File: src/rtl/bl_wl_bank_programmer.sv
// Memory-bank configuration writer: shifts a serial bitstream into a row shadow
// register, then drives it on bl while pulsing the matching one-hot word line.
`timescale 1ns/1ps
module bl_wl_bank_programmer #(
    parameter int unsigned BL_WIDTH = 72,
    parameter int unsigned WL_WIDTH = 72,
    parameter int unsigned WL_PULSE = 2
) (
    input  logic                prog_clk,
    input  logic                pReset,
    input  logic                cfg_start,
    input  logic                cfg_data,
    input  logic                cfg_valid,
    output logic                cfg_ready,
    output logic [BL_WIDTH-1:0] bl,
    output logic [WL_WIDTH-1:0] wl,
    output logic                busy,
    output logic                done
);
    localparam int unsigned BIT_W  = (BL_WIDTH > 1) ? $clog2(BL_WIDTH) : 1;
    localparam int unsigned ROW_W  = (WL_WIDTH > 1) ? $clog2(WL_WIDTH) : 1;
    localparam int unsigned PCNT_W = $clog2(WL_PULSE + 1);

    localparam logic [BIT_W-1:0]  BIT_LAST   = BIT_W'(BL_WIDTH - 1);
    localparam logic [ROW_W-1:0]  ROW_LAST   = ROW_W'(WL_WIDTH - 1);
    localparam logic [PCNT_W-1:0] PULSE_LAST = PCNT_W'(WL_PULSE - 1);

    typedef enum logic [2:0] {
        IDLE,
        SHIFT,
        PULSE,
        RECOVER,
        DONE
    } state_e;

    state_e              state_q, state_d;
    logic [BIT_W-1:0]    bit_cnt_q, bit_cnt_d;
    logic [ROW_W-1:0]    row_cnt_q, row_cnt_d;
    logic [PCNT_W-1:0]   pulse_cnt_q, pulse_cnt_d;
    logic [BL_WIDTH-1:0] shadow_q, shadow_d;

    logic                cfg_ready_q, cfg_ready_d;
    logic [BL_WIDTH-1:0] bl_q, bl_d;
    logic [WL_WIDTH-1:0] wl_q, wl_d;
    logic                busy_q, busy_d;
    logic                done_q, done_d;

    // State, counters, shadow and registered outputs
    always_ff @(posedge prog_clk or posedge pReset) begin
        if (pReset) begin
            state_q     <= IDLE;
            bit_cnt_q   <= '0;
            row_cnt_q   <= '0;
            pulse_cnt_q <= '0;
            shadow_q    <= '0;
            cfg_ready_q <= 1'b0;
            bl_q        <= '0;
            wl_q        <= '0;
            busy_q      <= 1'b0;
            done_q      <= 1'b0;
        end else begin
            state_q     <= state_d;
            bit_cnt_q   <= bit_cnt_d;
            row_cnt_q   <= row_cnt_d;
            pulse_cnt_q <= pulse_cnt_d;
            shadow_q    <= shadow_d;
            cfg_ready_q <= cfg_ready_d;
            bl_q        <= bl_d;
            wl_q        <= wl_d;
            busy_q      <= busy_d;
            done_q      <= done_d;
        end
    end

    // Next state; outputs are decoded from the next state so they register in step
    always_comb begin
        state_d     = state_q;
        bit_cnt_d   = bit_cnt_q;
        row_cnt_d   = row_cnt_q;
        pulse_cnt_d = pulse_cnt_q;
        shadow_d    = shadow_q;

        case (state_q)
            IDLE: begin
                if (cfg_start) begin
                    state_d   = SHIFT;
                    bit_cnt_d = '0;
                    row_cnt_d = '0;
                end
            end
            SHIFT: begin
                if (cfg_valid && cfg_ready_q) begin
                    shadow_d[bit_cnt_q] = cfg_data;
                    if (bit_cnt_q == BIT_LAST) begin
                        state_d     = PULSE;
                        pulse_cnt_d = '0;
                    end else begin
                        bit_cnt_d = bit_cnt_q + BIT_W'(1);
                    end
                end
            end
            PULSE: begin
                if (pulse_cnt_q == PULSE_LAST) begin
                    state_d = RECOVER;
                end else begin
                    pulse_cnt_d = pulse_cnt_q + PCNT_W'(1);
                end
            end
            RECOVER: begin
                if (row_cnt_q == ROW_LAST) begin
                    state_d = DONE;
                end else begin
                    state_d   = SHIFT;
                    row_cnt_d = row_cnt_q + ROW_W'(1);
                    bit_cnt_d = '0;
                end
            end
            DONE:    state_d = IDLE;
            default: state_d = IDLE;
        endcase

        cfg_ready_d = (state_d == SHIFT);
        busy_d      = (state_d != IDLE);
        done_d      = (state_d == DONE);
        bl_d        = ((state_d == PULSE) || (state_d == RECOVER)) ? shadow_d : '0;
        wl_d        = (state_d == PULSE) ? (WL_WIDTH'(1) << row_cnt_d) : '0;
    end

    assign cfg_ready = cfg_ready_q;
    assign bl        = bl_q;
    assign wl        = wl_q;
    assign busy      = busy_q;
    assign done      = done_q;
endmodule
File: config.mk
export PLATFORM = sky130hd
export DESIGN_NAME = bl_wl_bank_programmer
export DESIGN_NICKNAME = d
export VERILOG_FILES = /design/src/rtl/bl_wl_bank_programmer.sv
export SDC_FILE = /design/constraint.sdc
export NUM_CORES = 1
export LEC_CHECK = 0
export ABC_AREA = 0
export BUFFER_PORTS_ARGS = -buffer_cell sky130_fd_sc_hd__buf_2
export CORE_MARGIN = 2
export CORE_UTILIZATION = 55
export CTS_CLUSTER_SIZE = 25
export DETAILED_ROUTE_END_ITERATION = 7
export PLACE_DENSITY = 0.84
export SLEW_MARGIN = 20
export SYNTH_ARGS = -nofsm -noshare
export SYNTH_HDL_FRONTEND = slang
export SYNTH_SLANG_ARGS = --single-unit
File: constraint.sdc
create_clock -name prog_clk -period 12.4 [get_ports prog_clk]
set_input_delay 1.24 -clock prog_clk [delete_from_list [all_inputs] [get_ports prog_clk]]
set_output_delay 1.24 -clock prog_clk [all_outputs]
set_load 0.005 [all_outputs]
## Yosys cells after proc, flatten, opt, wreduce, memory -nomap -nowiden

Cells that the tools add are included.

| cells by class | value |
|---|---|
| shifts and indexed selects | 1 |
| order comparisons | 2 |
| reductions and logical operators | 9 |
| add/subtract/negate cells | 3 |
| multiplexer cells | 25 |
| eq/ne operators | 16 |

Operator list:

| cell | number |
|---|---|
| $mux W72 | 4 |
| $bwmux W72 | 1 |
| $shl A1 B7 Y72 const A | 1 |
| $mux W7 | 6 |
| $pmux W7 S3 | 1 |
| $mux W3 | 5 |
| $add A7 B1 Y7 const B | 2 |
| $eq A7 B7 Y1 const B | 2 |
| $pmux W7 S2 | 1 |
| $eq A3 B2 Y1 const B | 4 |
| $ne A2 B2 Y1 const B | 6 |
| $pmux W3 S4 | 1 |
| $lt A7 B8 Y1 const B | 1 |
| $demux W1 S7 | 1 |
| $ge A7 B1 Y1 const B | 1 |
| $eq A3 B1 Y1 const B | 2 |
| $mux W2 | 3 |
| $reduce_bool A3 Y1 | 2 |
| $reduce_and A5 Y1 | 1 |
| $pmux W2 S2 | 1 |
| $reduce_and A4 Y1 | 1 |
| $eq A3 B3 Y1 const B | 1 |
| $logic_not A3 Y1 | 1 |
| $add A2 B1 Y2 const B | 1 |
| other kinds (5) | 6 |

| word-level totals | value |
|---|---|
| logic and storage cells | 66 |
| output and inout bits | 147 |
| bits of input ports | 5 |
| flip-flop bits (word level) | 238 |

## Longest topological paths before layout

| depth | value |
|---|---|
| word-level depth | 8 |
| mapped depth | 9 |
| depth with buffers taken out | 7 |

## Worst setup path after synthesis

OpenSTA, ideal clock, no wires.

| timing | value |
|---|---|
| path kind | input-to-reg |
| start | input cfg_start |
| end | register wl_q[68], in the netlist wl[68] |
| slack | 9.516 ns |
| stages on the path | 8 |
| arrival time | 2.793 ns |
| path buffers | 2 |
| library setup time | 0.092 ns |
| data required time | 12.308 ns |
| path through | or4b_1 buf_2 nand2_1 mux2_2 inv_2 or3b_1 buf_6 nor3_1 |

| between the ends | value |
|---|---|
| longest elaborated chain between the ends | 4 |
| elaborated cells on any way between the ends | 7 |
| those cells by class | eq/ne: 1; shift: 1; mux: 5 |

Ends and longest elaborated chain:

| item | line | RTL |
|---|---|---|
| start, declared | 11 | `input logic cfg_start,` |
| $mux W7 | 85 | `if (cfg_start) begin` |
| $pmux W7 S2 | 83 | `case (state_q)` |
| named net row_cnt_d[4] | 38 | `logic [ROW_W-1:0] row_cnt_q, row_cnt_d;` |
| $shl A1 B7 Y72 | 126 | `wl_d = (state_d == PULSE) ? (WL_WIDTH'(1) << row_cnt_d) : '0;` |
| $mux W72 | 126 |  |
| named net wl_d[68] | 44 | `logic [WL_WIDTH-1:0] wl_q, wl_d;` |
| end signal, assigned | 69 | `wl_q <= wl_d;` |
| end, declared | 44 |  |

The timed path passes the listed nets, and every way through them passes these cells.
A chain may end at the register's enable or synchronous reset.

## Worst setup path in the final report

| timing | value |
|---|---|
| start | register state_q[2] |
| end | register bl_q[52], in the netlist bl[52] |

| between the ends | value |
|---|---|
| elaborated cells on any way between the ends | 14 |
| those cells by class | eq/ne: 5; mux: 7; reduce/logical: 2 |

RTL lines:

| item | line | RTL |
|---|---|---|
| start, declared | 36 | `state_e state_q, state_d;` |
| start signal, assigned | 62 | `state_q <= state_d;` |
| $eq A3 B1 Y1 | 83 |  |
| $mux W72 | 83 |  |
| named net shadow_d[52] | 40 | `logic [BL_WIDTH-1:0] shadow_q, shadow_d;` |
| $mux W72 | 125 | `bl_d = ((state_d == PULSE) \|\| (state_d == RECOVER)) ? shadow_d : '0;` |
| named net bl_d[52] | 43 | `logic [BL_WIDTH-1:0] bl_q, bl_d;` |
| end signal, assigned | 68 | `bl_q <= bl_d;` |
| end, declared | 43 |  |

The timed path passes the listed nets, and every way through them passes these cells.

==> results by group <==
Timing
  – Worst hold slack: 0.488 ns
  – Fmax: 340 MHz
  – Setup repair after global routing missed its margin: false
  – Number of failing hold endpoints at the final stage: 0
  – Setup_tns: 0 ns
  – Measured slew at the worst slew-check pin: 1.27 ns
  – Max-slew violation total from the final report: 0
  – Final setup violation count: 0
  – Worst clock skew: 0.0135 ns
  – Relative slew slack: 0.148
  – Min Clock Period, post-route: 2.94 ns
  – Share of the cycle needed by the critical path after routing: 0.237

Yosys
  – Post-synthesis cell type with the largest combined area: dfrtp_1
  – Post-synthesis share of cell area spent on xor and xnor gates: 0.00562
  – Count of unique library cells instantiated by Yosys: 63
  – Sequential-to-total area share from yosys stat: 0.637
  – Synth Area in Simple Gates: 0.199
  – Multiplexer fraction of the synthesized cell area: 0.0917
  – Post-synth top flop: dfrtp_1
  – Yosys reg bits: 238
  – Synthesized-area fraction occupied by ao, oa, aoi and oai cells: 0.0300
  – Combined area of all synthesized cells: 9360 sq um
  – Syn_nets: 765
  – Adder-cell share of the synthesized area: 0.00401
  – Biggest area contributors in the synthesized netlist: dfrtp_1 (64%), mux2_2 (8.9%), and2_1 (5.1%)
  – Portion of synthesized cell area occupied by the leading cell type: 0.637
  – Synthesized area per cell: 12.4 sq um
  – Fraction of registers with async set or reset after synthesis: 1.00
  – Combinational family with the most area after synthesis: simple AND/OR/NAND/NOR gates
  – Synthesized instance count: 757
  – Number of flops mapped to enable cells by yosys: 0
  – Yosys warns: 0

Floorplan
  – Height of the die: 134 um
  – Total Die Area: 18100 sq um
  – Area of the core region: 16600 sq um
  – Die Wd: 134 um
  – Number of core rows: 47
  – Number of ports placed on the die boundary: 152
  – Initial Util: 0.564

Flow run
  – Max-Cap Viols: 0

Worst hold path
  – Worst min path class: flip-flop to flip-flop

Cells and area
  – Total of fill cells in the finished design: 1215
  – Antenna cells: 0
  – Share of post-route cells with drive strength above 1: 0.331
  – Most frequent standard cell in the layout excluding fill and tap cells: dfrtp_1
  – Number of nets in the layout: 897
  – Syn-to-layout area delta: 17.2%
  – Commonest non-fill, non-tap cells in the layout: dfrtp_1 (238), buf_2 (150), and2_1 (77), mux2_2 (74), nor3_1 (74)

Global routing
  – Global-route wire length before repair: 31100 um
  – Grt total ovfl: 0
  – GR Util All Layers: 0.217
  – Number of antenna violations at the first check in global routing: 0
  – Via count of the first global-routing pass: 5966
  – Pin count of the biggest net entering global routing: 101

Worst setup path
  – Req. time, crit path: 12.79 ns
  – Delay contributed by the slowest stage of the critical path: 0.91 ns
  – Arr. time, crit path: 3.34 ns
  – Critical path, cell by cell: or4b_1 > nor2_1 > nand2_1 > mux2_2 > and2_1
  – Cell with the largest stage delay on the worst path: nor2_1
  – Crit-path max FO: 19
  – Top delay family on crit path: simple AND/OR/NAND/NOR gates
  – Path type of the worst setup path: flip-flop to flip-flop
  – Count of buffer and inverter cells on the critical path: 0
  – Crit path launch type: flip-flop
  – Endpoint class of the critical path: flip-flop

Clocking
  – H-tree depth reported by CTS: 1
  – Clock-pin slew of the registers on the worst-case setup and hold paths: 0.06 ns
  – Quantity of gates resized following cts: 0
  – Total clock buffers created by CTS: 24
  – Number of hold buffers added after CTS: 0
  – CTS tree: done
  – CTS Buffer Depth: 3
  – Clock root buffer: clkbuf_16
  – Clock tree sinks: 238
  – Post CTS Setup Buffer Count: 0
  – Clock latency reported for the late side of the worst-skew pair: 0.51 ns

Detailed routing
  – Total via count in the routed design: 6075
  – Detailed Route WL: 19300 um
  – Post-detailed-route via-to-cell ratio: 5.40
  – Pre-Repair DR Iteration Count: 4
  – Final antenna-violating net count: 0
  – Violation count after the first detailed-routing iteration: 379
  – DRC errors left: 0
  – WL/cell: 17.1 um

Pwr
  – Maximum ir drop on the vdd rail: 0.000126 V
  – Fraction of power consumed by sequential logic: 0.471
  – Switch Pwr: 521 uW
  – Pleak: 0.00558 uW
  – Combinational Power Share: 0.148
  – Power Internal: 1350 uW
  – Clock power share: 0.381
  – Pwr per Cell Area: 171 nW/um^2
  – Sw Ratio: 0.278

Placement
  – Buffers added on ports: 151
  – Weighted congestion reported at the end of routability-driven placement: 0.886
  – Post-DP HPWL: 12100 um

Run status
  – Outcome: completed
[power by group through the flow]
| stage | clock network (uW) | logic (uW) | registers, uW |
|---|---|---|---|
| floorplan | 0 | 237 | 866 |
| global placement | 0 | 270 | 893 |
| detailed placement | 0 | 279 | 896 |
| CTS | 729 | 280 | 883 |
| global route | 762 | 307 | 891 |
| finish | 714 | 278 | 884 |
[registers in the layout (all words and copies together), names as in the netlist]
| register | count |
|---|---|
| bl | 72 |
| shadow_q | 72 |
| wl | 72 |
| bit_cnt_q | 7 |
| row_cnt_q | 7 |
| state_q | 3 |
| pulse_cnt_q | 2 |
| busy | 1 |
| cfg_ready | 1 |
| done | 1 |
[cell usage after synthesis (2+ instances only)]
master,instances
nor3_2,9
nand2_1,67
mux2_2,74
and3_1,3
nand3_1,17
nor4b_1,4
o211ai_1,2
buf_1,2
nand2b_1,9
nor2b_1,6
nor3_1,74
clkbuf_1,29
xnor2_1,5
nand4_1,6
nor4_1,3
buf_2,10
inv_1,8
o21ai_0,9
nor2_1,33
buf_6,8
nand4b_1,2
dfrtp_1,238
nand3b_1,2
ha_1,3
a31oi_1,2
nand4bb_1,2
o21ai_2,3
o31ai_1,2
and2_1,77
o2111ai_1,3
a21oi_1,6
or2_2,5
or4b_1,3
and4_1,2
[worst reg2reg max path, delay by kind of cell, from the launching register on]
family	cells	cell delay, ns
flops	1	0.60
mux	1	0.34
simple gates	4	1.90
[routing by layer]
metal,routed length (um),part of all wire,vias to the layer above,GRT usage
li1,-,-,2842,-
met5,0,0,-,0
met3,1320,0.068,36,0.0423
met1,8340,0.43,2996,0.291
met4,522,0.027,0,0.0749
met2,9120,0.47,201,0.356
[stage by stage]
stage | utilization | setup slack [ns] | total power (uW) | area [sq um] | std cells
floorplan | - | 4.63 | 1100 | 9360 | 757
global placement | 0.613 | 9.15 | 1160 | 10200 | 1083
detailed placement | 0.613 | 9.10 | 1180 | 10200 | 1083
CTS | 0.661 | 9.45 | 1890 | 11000 | 1126
global route | 0.661 | 9.37 | 1960 | 11000 | 1126
finish | 0.661 | 9.46 | 1880 | 11000 | 1126
[final timing paths]
| path | startpoint | endpoint | slack, ns | cells after the start |
|---|---|---|---|---|
| worst max-delay path | state_q[2] | bl[52] | 9.46 | 5 |
| min in group asynchronous | pReset | bl[3] | 0.84 | 2 |
| worst max register to register | state_q[2] | bl[52] | 9.46 | 5 |
| worst min register to register | shadow_q[37] | shadow_q[37] | 0.49 | 1 |
| worst min-delay path | shadow_q[37] | shadow_q[37] | 0.49 | 1 |
| max in group asynchronous | pReset | wl[7] | 10.14 | 3 |
[logic make-up (layout without fill, tap and decap cells)]
logic type,count (synthesis),after routing
xor+xnor,6,6
buf+inv,59,208
compound gates,40,40
flops,238,238
mux,76,76
fa+ha+maj,3,3
simple gates,335,335
[final cells by class]
cell class,count,area [sq um],share of cell area
Clock buffer,32,712,0.0649
Clock inverter,11,92.6,0.00844
Sequential cell,238,5960,0.543
Multi-Input combinational cell,460,3090,0.282
Inverter,9,41.3,0.00376
Timing Repair Buffer,156,796,0.0726
Tap cell,220,275,0.0251
No activity file was read; power rests on OpenSTA's default activity.
